## config.mk

```make
export PLATFORM = sky130hd
export DESIGN_NAME = bit_enable_writer
export DESIGN_NICKNAME = d
export VERILOG_FILES = /design/src/rtl/bit_enable_writer.sv
export SDC_FILE = /design/constraint.sdc
export NUM_CORES = 1
export LEC_CHECK = 0
export ABC_AREA = 1
export CAP_MARGIN = 5
export CORE_ASPECT_RATIO = 1.25
export CORE_UTILIZATION = 35
export CTS_BUF_LIST = sky130_fd_sc_hd__clkbuf_4 sky130_fd_sc_hd__clkbuf_8 sky130_fd_sc_hd__clkbuf_16
export CTS_CLUSTER_DIAMETER = 120
export DETAILED_ROUTE_END_ITERATION = 10
export GPL_ROUTABILITY_DRIVEN = 0
export GPL_TIMING_DRIVEN = 0
export MAX_ROUTING_LAYER = met4
export SYNTH_ARGS = -nofsm -noshare
export SYNTH_HDL_FRONTEND = slang
export SYNTH_SLANG_ARGS = --single-unit
```

## constraint.sdc

```tcl
create_clock -name CLK -period 3.3 [get_ports CLK]
set_input_delay 0.66 -clock CLK [delete_from_list [all_inputs] [get_ports CLK]]
set_output_delay 0.66 -clock CLK [all_outputs]
set_load 0.1 [all_outputs]
```

## src/rtl/bit_enable_writer.sv

```systemverilog
// bit_enable_writer: serial one-hot-enable writer for a per-bit-enable register bank.
// Optional SKIP_UNCHANGED_EN suppresses enables for bits equal to the last fully written word.
module bit_enable_writer #(
  parameter int WIDTH = 5
) (
  input  logic             CLK,
  input  logic             RST,
  input  logic             IN_VALID,
  output logic             IN_READY,
  input  logic [WIDTH-1:0] IN_DATA,
  input  logic             IN_ORDER,
  output logic [WIDTH-1:0] EN,
  output logic             D_OUT,
  output logic             BUSY,
  output logic             DONE
);
  localparam int IW = $clog2(WIDTH);
  localparam logic [IW-1:0] TOP = IW'(WIDTH - 1);
  typedef enum logic [1:0] {IDLE, WRITE, FINISH} state_t;
  state_t state, state_n;
  logic [IW-1:0] idx, idx_n;
  logic [WIDTH-1:0] data, data_n, mask;
  logic order, order_n, last;
  assign last = idx == (order ? '0 : TOP);
  always_comb begin
    state_n = IDLE;
    idx_n = idx;
    data_n = data;
    order_n = order;
    if (state == WRITE) begin
      state_n = last ? FINISH : WRITE;
      idx_n = last ? idx : (order ? idx - 1'b1 : idx + 1'b1);
    end else if (IN_VALID && IN_READY) begin
      state_n = WRITE;
      data_n = IN_DATA;
      order_n = IN_ORDER;
      idx_n = IN_ORDER ? TOP : '0;
    end
  end
`ifdef SKIP_UNCHANGED_EN
  logic [WIDTH-1:0] shadow, shadow_n;
  // compare against the shadow as it will be after this edge, so a word
  // accepted in FINISH sees the word that just completed
  assign shadow_n = (state == FINISH) ? data : shadow;
  assign mask = data_n ^ shadow_n;
  always_ff @(posedge CLK) shadow <= RST ? '0 : shadow_n;
`else
  assign mask = '1;
`endif
  always_ff @(posedge CLK) begin
    if (RST) begin
      state <= IDLE;
      idx <= '0;
      data <= '0;
      order <= 1'b0;
      EN <= '0;
      D_OUT <= 1'b0;
      BUSY <= 1'b0;
      DONE <= 1'b0;
      IN_READY <= 1'b0;
    end else begin
      state <= state_n;
      idx <= idx_n;
      data <= data_n;
      order <= order_n;
      EN <= (state_n == WRITE) ? (WIDTH'(1) << idx_n) & mask : '0;
      D_OUT <= (state_n == WRITE) && data_n[idx_n];
      BUSY <= state_n == WRITE;
      DONE <= state_n == FINISH;
      IN_READY <= state_n != WRITE;
    end
  end
endmodule

```

==> results of run 1 <==
## final cells by class
type | instances | area share
sequential | 19 | 0.360
buffer | 1 | 0.00355
multi-input combinational | 72 | 0.355
tap | 31 | 0.0367
inverter | 15 | 0.0556
timing repair buffer | 17 | 0.161
clock buffer | 4 | 0.0284
## path summary, 6_finish.rpt
kind | from | endpoint | slack [ns] | cells after the start
worst max-delay path | DONE | DONE | 0.87 | 1
worst min-delay path | data[4] | data[4] | 0.48 | 2
worst max register to register | idx[0] | D_OUT | 1.73 | 8
worst min register to register | data[4] | data[4] | 0.48 | 2
## flip-flops by register name (all words and copies together) (netlist names)
name,count
D_OUT,1
order,1
DONE,1
IN_READY,1
BUSY,1
state,1
EN,5
idx,3
data,5
## metrics by stage
step,setup WS [ns],std cells,utilization
2_1_floorplan,1.34,107,-
3_3_place_gp,1.17,155,0.465
3_5_place_dp,1.14,155,0.465
4_1_cts,0.848,159,0.478
5_1_grt,0.825,159,0.478
6_report,0.867,159,0.478
## power breakdown
| group | switching, W | total, W | internal [W] |
|---|---|---|---|
| clock | 0.0000700 | 0.000125 | 0.0000554 |
| combinational | 0.000106 | 0.000154 | 0.0000482 |
| sequential | 0.00000807 | 0.000253 | 0.000245 |
## per-layer routing
layer,vias to the layer above,wire length [um]
met5,-,0
met4,0,44
met3,5,53
met2,11,745
met1,321,698
li1,370,-
## Yosys cell counts
library cell / instances
nor2_2: 2
nand2_4: 2
nor3_1: 2
a21oi_1: 3
nor3_2: 1
nor2_1: 14
fa_1: 1
a211oi_1: 1
dfxtp_1: 19
nand3_2: 2
clkbuf_1: 1
nand2_1: 26
o21ai_1: 1
nand3b_1: 2
nand3_1: 6
inv_2: 1
o21ai_0: 1
nand2_2: 7
inv_1: 13
a21oi_2: 1
inv_4: 1
## kinds of logic after synthesis
| kind of cell | synth area share |
|---|---|
| AND/OR/NAND/NOR | 0.384 |
| flip-flops | 0.465 |
| buffers and inverters | 0.0765 |
| AO/OA/AOI/OAI | 0.0504 |
| adder cells (fa/ha/maj) | 0.0245 |
==> flow_metrics.py, run 1 <==
metrics = {
    "power_and_ir_drop": {
        "total_power_w": 0.000532,
        "power.leakage_nw": 0.477,
        "power_density_nw_per_um2": 503,
        "vdd_drop_max_uv": 346,
    },
    "die": {
        "die_area_um2": 2540,
        "ios": 18,
        "initial_core_util": 0.370,
        "die_height_um": 56.1,
        "die_w_um": 45.2,
        "rows": 19,
        "core_area_um2": 2210,
    },
    "critical_path": {
        "worstPathRequired_ns": 2.64,
        "slowest_stage": "clkdlybuf4s50_1",
        "cp_cell_sequence": "clkdlybuf4s50_1",
        "crit_family": "buffers and inverters",
        "worst-path-max-fanout": 2,
        "slowest_delay_ns": 1.13,
        "crit_arrival_ns": 1.77,
        "end_kind": "output port",
        "critPathBufInv": 1,
        "critPathKind": "reg -> out",
        "cp-start-kind": "register",
    },
    "clocking": {
        "insertion_delay_ns": 0.30,
        "cts_tree": "built",
        "cts_made_buffers": 3,
        "cts_buffer_depth": 2,
        "clk_pin_slew_ns": 0.10,
        "clock-sinks": 19,
        "postCtsResizedCells": 0,
        "h-tree-depth": 1,
        "cts-root-buf": "clkbuf_4",
        "post_cts_buffers": 0,
        "cts_hold_buf": 0,
    },
    "sta": {
        "setup_viol": 0,
        "final.min_clock_period_ns": 2.43,
        "fin_setup_tns_ns": 0,
        "whs_ns": 0.480,
        "rsz0062_at_grt": "no",
        "finClkSkew_ns": 0.00187,
        "post-route-period-util": 0.737,
        "fmax_mhz": 411,
        "slew_headroom": 0.353,
        "hold_violations": 0,
        "slew_violations": 0,
        "worst_pin_slew_ns": 0.967,
    },
    "logic_synthesis": {
        "ys_seq_area_frac": 0.465,
        "synth.area.top_cells": "dfxtp_1, nand2_1, nor2_1, inv_1, nand2_2",
        "syn_avg_cell_area_um2": 7.65,
        "syn_nets": 117,
        "yosys_warnings": 0,
        "syn_inst": 107,
        "yosysTopAreaCell": "dfxtp_1",
        "yosysTopAreaCellShare": 0.465,
        "syn_area_um2": 818,
        "synth.distinct_cells": 21,
        "ys_ff_latch": 19,
    },
    "status": {
        "status": "finished clean",
    },
    "routing": {
        "vias": 707,
        "drt-initial-drc-count": 16,
        "drt_wl_total_um": 1540,
        "vias_per_cell": 4.45,
        "wl_per_cell_um": 9.69,
        "ant_nets": 0,
        "drc": 0,
        "dr.pass1.iters": 4,
    },
    "finish": {
        "drive_gt1_frac": 0.164,
        "nFillCells": 228,
        "multi_input_area_um2": 375,
        "n_antenna_cell": 0,
        "seq_area_um2": 380,
        "syn_to_final_growth_pct": 29.2,
        "final_area_um2": 1060,
        "mostFrequentLayoutCell": "nand2_1",
        "final_nets": 139,
        "mostFrequentLayoutCells": "nand2_1, dfxtp_1, clkdlybuf4s50_1, nor2_1, inv_1",
    },
    "grt": {
        "grt.busiest_layer": "met2",
        "use_met1": 0.177,
        "overflow": 0,
        "grt_usage": 0.155,
        "grt_pass1_vias": 686,
        "grt_pass1_wl_um": 2770,
        "grt_max_degree": 11,
        "use_met2": 0.242,
        "grt_use_met3": 0.0195,
        "antenna_found_initial": 0,
    },
    "placement": {
        "dp_hpwl_um": 1200,
        "placed_area_um2": 1030,
        "portBuffers": 17,
    },
    "worst_hold_path": {
        "hold_class": "reg -> reg",
    },
    "run": {
        "cap_violations": 0,
    },
}
Note: power is estimated with default switching activity, not from simulation.
==> run 2: changes to the inputs <==
- clock period: 3.3 -> 2.4 ns (I/O delays scaled with it)
==> results of run 2 <==
Same layout as run 1 (identical final DEF). Status: finished clean.
Among the figures that moved: setup slack after placement 1.14 ns -> 0.417 ns; setup slack after layout 0.867 ns -> 0.147 ns; register-to-register setup slack 1.73 ns -> 0.83 ns; total power 0.000532 W -> 0.000732 W; worst IR drop on VDD 346 uV -> 476 uV
==> run 3: changes to the inputs <==
- CTS_CLUSTER_SIZE: unset -> 25
==> results of run 3 <==
Same layout as run 1 (identical final DEF). Status: finished clean.
Among the figures that moved: setup slack after placement 1.14 ns -> 0.417 ns; setup slack after layout 0.867 ns -> 0.147 ns; register-to-register setup slack 1.73 ns -> 0.83 ns; total power 0.000532 W -> 0.000732 W; worst IR drop on VDD 346 uV -> 476 uV
==> RTL change 1: new RTL, flow settings as in run 2 <==
Change the parameter `WIDTH` from 5 to 10.
--- a/src/rtl/bit_enable_writer.sv
+++ b/src/rtl/bit_enable_writer.sv
@@ -3,3 +3,3 @@
 module bit_enable_writer #(
-  parameter int WIDTH = 5
+  parameter int WIDTH = 10
 ) (
Interface: changed (resized EN and IN_DATA); port bits go from 18 to 28. No check against the original RTL was run, so the function may have changed too.
==> RTL change 1 against run 2 <==
Final area is 72% higher; total power increased by 84%; setup slack better by 45 ps; area after synthesis rose by 72%; wire length up 67%; fmax increased by 2.0%; synthesized cell count up 71%; sequential cell count is 11 higher; count of clock-buffer cells in the layout grew 3; largest cell class is now multi-input gates; largest power group unchanged.
==> RTL change 1: results (changes against run 2) <==
status:
  status: "complete, no violations"
placement:
  hpwl_um: 2030  # +69%
  port_buffers: 26  # +9
  placedCellCount: 263  # +70%
  place_ws_ps: 208  # -209 ps
  placed_area_mm2: 0.00173  # +69%
yosys:
  synth_area_leaders: "dfxtp_1 (43%), nand2_1 (10%), nor2_1 (6.1%)"
  synth_cell_types: 26  # +24%
  synth-seq-area-share_pct: 42.8  # -3.7 points
  synth_area_per_cell_um2: 7.67  # +0.31%
  yosys-top-cells-count: "nand2_1 (38), dfxtp_1 (30), nor2_1 (23)"
critical_path:
  reg2regPathDepth: 12  # +4
  r2r_slack_ps: 580  # -250 ps
  r2r-start: "order"
  slowest_delay_ps: 1130  # about the same
  arrival_ps: 1730  # -40 ps
  reg2reg_to: "EN[7]"
grt:
  grt_pass1_wl_um: 4530  # +64%
  groute.usage.overall_pct: 14.8  # -0.68 points
  grt_pass1_vias: 1089  # +59%
  grt_max_degree: 11  # unchanged
layout:
  reg_top3: "EN x10, data x10, idx x4"
  nets: 233  # +68%
  drive_gt1_share_pct: 18.1  # +1.6 points
  stdcell_count: 270  # +70%
  nFillCells: 404  # +77%
clocking:
  worstSkewPairLatency_ps: 270  # -30 ps
  h-tree-depth: 2  # +1
  clock_path_buffers: 2  # unchanged
  cts-root-buf: "clkbuf_8"
  cts_buffers: 5  # +2
route:
  wl_um: 2570  # +67%
  via_count: 1170  # +65%
  drt_iter0_drc: 26  # +10
sta:
  max-slew-margin-rel_pct: 35.1  # -0.21 points
hold_path:
  hold_class: "input pin to flop"
  hp-start: "RST"
power_and_ir_drop:
  p_leak_nw: 0.860  # +80%
  irDropWorstVdd_mv: 0.376  # -21%
  switching_share_pct: 33.6  # -0.93 points
RTL change 1: worst max path at each step:
| stage | start | endpoint | slack [ps] | depth (start not counted) |
|---|---|---|---|---|
| global route | IN_READY | IN_READY | 160 | 1 |
| global placement | IN_VALID | D_OUT | 200 | 13 |
| detailed placement | IN_VALID | D_OUT | 210 | 13 |
| CTS | IN_READY | IN_READY | 180 | 1 |
| floorplan | IN_READY | D_OUT | 230 | 12 |
| finish | IN_READY | IN_READY | 190 | 1 |
RTL change 1: layout make-up:
cell class / count / area, µm² / area share (%)
inverter: 26 / 100 / 5.51
tap: 54 / 67.6 / 3.72
timing repair buffer: 26 / 260 / 14.3
buffer: 4 / 30.0 / 1.65
sequential: 30 / 601 / 33.1
clock buffer: 7 / 83.8 / 4.62
multi-input combinational: 123 / 673 / 37.1
RTL change 1: logic make-up (layout without fill, tap and decap cells):
logic type	after synthesis	after routing	share of synthesized area, %
muxes	2	2	1.43
DFF	30	30	42.8
and+or+nand+nor	98	98	34.2
AOI/OAI and AO/OA	18	18	7.84
buffers and inverters	30	63	9.27
adders and majority gates	3	3	3.21
xor gates and xnor gates	2	2	1.25
RTL change 1: power by group through the flow:
stage / Clock, mW / Combinational [mW] / Sequential, mW
floorplan: 0 / 0.254 / 0.633
global placement: 0 / 0.411 / 0.563
detailed placement: 0 / 0.412 / 0.564
CTS: 0.399 / 0.414 / 0.553
global route: 0.427 / 0.461 / 0.557
finish: 0.382 / 0.408 / 0.553
RTL change 1: per-layer routing:
layer	vias up	GRT usage [%]	share of wire (%)
li1	630	-	-
met5	-	-	0
met3	5	4.26	3.3
met2	19	24.6	51
met4	0	6.35	2.1
met1	516	16.3	44
==> RTL change 2: new RTL, settings of run 2 <==
Made on the original files. Encoding of `state_t`: now one-hot (3 bits for 3 states).
--- a/src/rtl/bit_enable_writer.sv
+++ b/src/rtl/bit_enable_writer.sv
@@ -18,3 +18,3 @@
   localparam logic [IW-1:0] TOP = IW'(WIDTH - 1);
-  typedef enum logic [1:0] {IDLE, WRITE, FINISH} state_t;
+  typedef enum logic [2:0] {IDLE = 3'b001, WRITE = 3'b010, FINISH = 3'b100} state_t;
   state_t state, state_n;
Function: same outputs for any inputs over 10 cycles, from zero or initial values and one cycle with RST high; not proved beyond that.
==> RTL change 2 against run 2 <==
Count of clock-buffer cells in the layout shrank 1; wire length is 15% higher; final cell count grew 6.3%; sequential cell count is 1 higher; critical endpoint is now IN_READY; worst hold slack barely moved; area after synthesis up 9.3%; synthesized cell count increased by 8.4%; setup slack worse by 28 ps; first-iteration DRC count is 19% higher; final area grew 6.7%.
Power is not compared: it rests on default switching activity, and its combinational part moved more than twofold at a synthesized area within 25%.
==> RTL change 2: results (changes against run 2) <==
critical_path:
  arrival_ps: 1800  # +30 ps
  cp_max_fo: 3  # +1
layout:
  nets: 148  # +6.5%
  drive_gt1_share_pct: 14.0  # -2.4 points
sta:
  hold_slack_ps: 479  # -0.193 ps
  tightest_slew_ps: 980  # +12.6 ps
yosys:
  synth_area_leaders: "dfxtp_1 (45%), nand2_1 (13%), nand3_1 (6.7%)"
  synth_adder_area_share_pct: 2.24  # -0.21 points
  synth-seq-area-share_pct: 44.8  # -1.7 points
  synth-xor-area-share_pct: 0.979  # +0.98 points
  synth_cell_types: 22  # +4.8%
  yosys-top-cells-count: "nand2_1 (30), dfxtp_1 (20), inv_1 (12), nand3_1 (12), nor2_1 (10)"
  synth_compound_area_share_pct: 8.25  # +3.2 points
  synth_nets: 126  # +7.7%
floorplanning:
  start_util_pct: 36.9  # -0.16 points
clocking:
  postCtsSetupBuffers: 0  # unchanged
  clk_pin_slew_ps: 110
  h-tree-depth: 1  # unchanged
route:
  wl_per_cell_um: 10.4  # +7.8%
  routed_via_density: 4.62  # +3.9%
  drt_iter0_drc: 19  # +3
  drt-pass1-iter-count: 3  # -1
placement:
  placed_area_mm2: 0.00111  # +7.7%
grt:
  grt_pass1_vias: 743  # +8.3%
  groute.usage.overall_pct: 15.7  # +0.20 points
status:
  status: "complete, no violations"
RTL change 2: cell types whose count changed after synthesis, sizes merged, moves of 2 or more:
cell           run 2  this run
nand3              8        14
nor2              16        11
o21ai              2         5
a21oi              4         6
nand3b             2         0
nor3               3         5
RTL change 2: layout make-up:
class / count / area [µm²]
Buffer: 1 / 3.75
Sequential cell: 20 / 400
Timing Repair Buffer: 17 / 170
Fill cell: 269 / 1300
Tap cell: 33 / 41.3
Multi-Input combinational cell: 80 / 434
Inverter: 15 / 56.3
Clock buffer: 3 / 22.5
RTL change 2: cell families (layout without fill, tap and decap cells):
kind of cell               Yosys count  after routing
xor gates and xnor gates             1              1
DFF                                 20             20
adders and majority gates            1              1
AOI/OAI and AO/OA                   11             11
buffers and inverters               16             36
and+or+nand+nor                     67             67
RTL change 2: power groups by stage:
stage / Combinational, mW / Clock (mW) / Sequential [mW]
floorplan: 0.0536 / 0 / 0.378
global placement: 0.105 / 0 / 0.357
detailed placement: 0.106 / 0 / 0.358
CTS: 0.106 / 0.162 / 0.350
global route: 0.116 / 0.174 / 0.352
finish: 0.105 / 0.158 / 0.350
RTL change 2: final timing paths:
kind / end / startpoint / cells after the start
min reg2reg: data[3] / data[3] / 2
max: IN_READY / IN_READY / 1
max reg2reg: D_OUT / idx[0] / 6
min: data[3] / data[3] / 2
RTL change 2: per-stage QoR:
stage | power, mW | utilization (%) | cells | setup WS, ps
after floorplan | 0.432 | - | 116 | 314
after global placement | 0.462 | 45.6 | 166 | 368
after detailed placement | 0.463 | 45.6 | 166 | 355
after CTS | 0.618 | 46.5 | 169 | 104
after global routing | 0.642 | 46.5 | 169 | 54.1
final | 0.613 | 46.5 | 169 | 119
RTL change 2: metal layers:
layer,track usage [%],vias to the layer above,wire (µm)
met2,26.4,18,889
met3,2.15,4,71
met4,7.35,0,26
met5,-,-,0
met1,17.5,349,779
li1,-,410,-
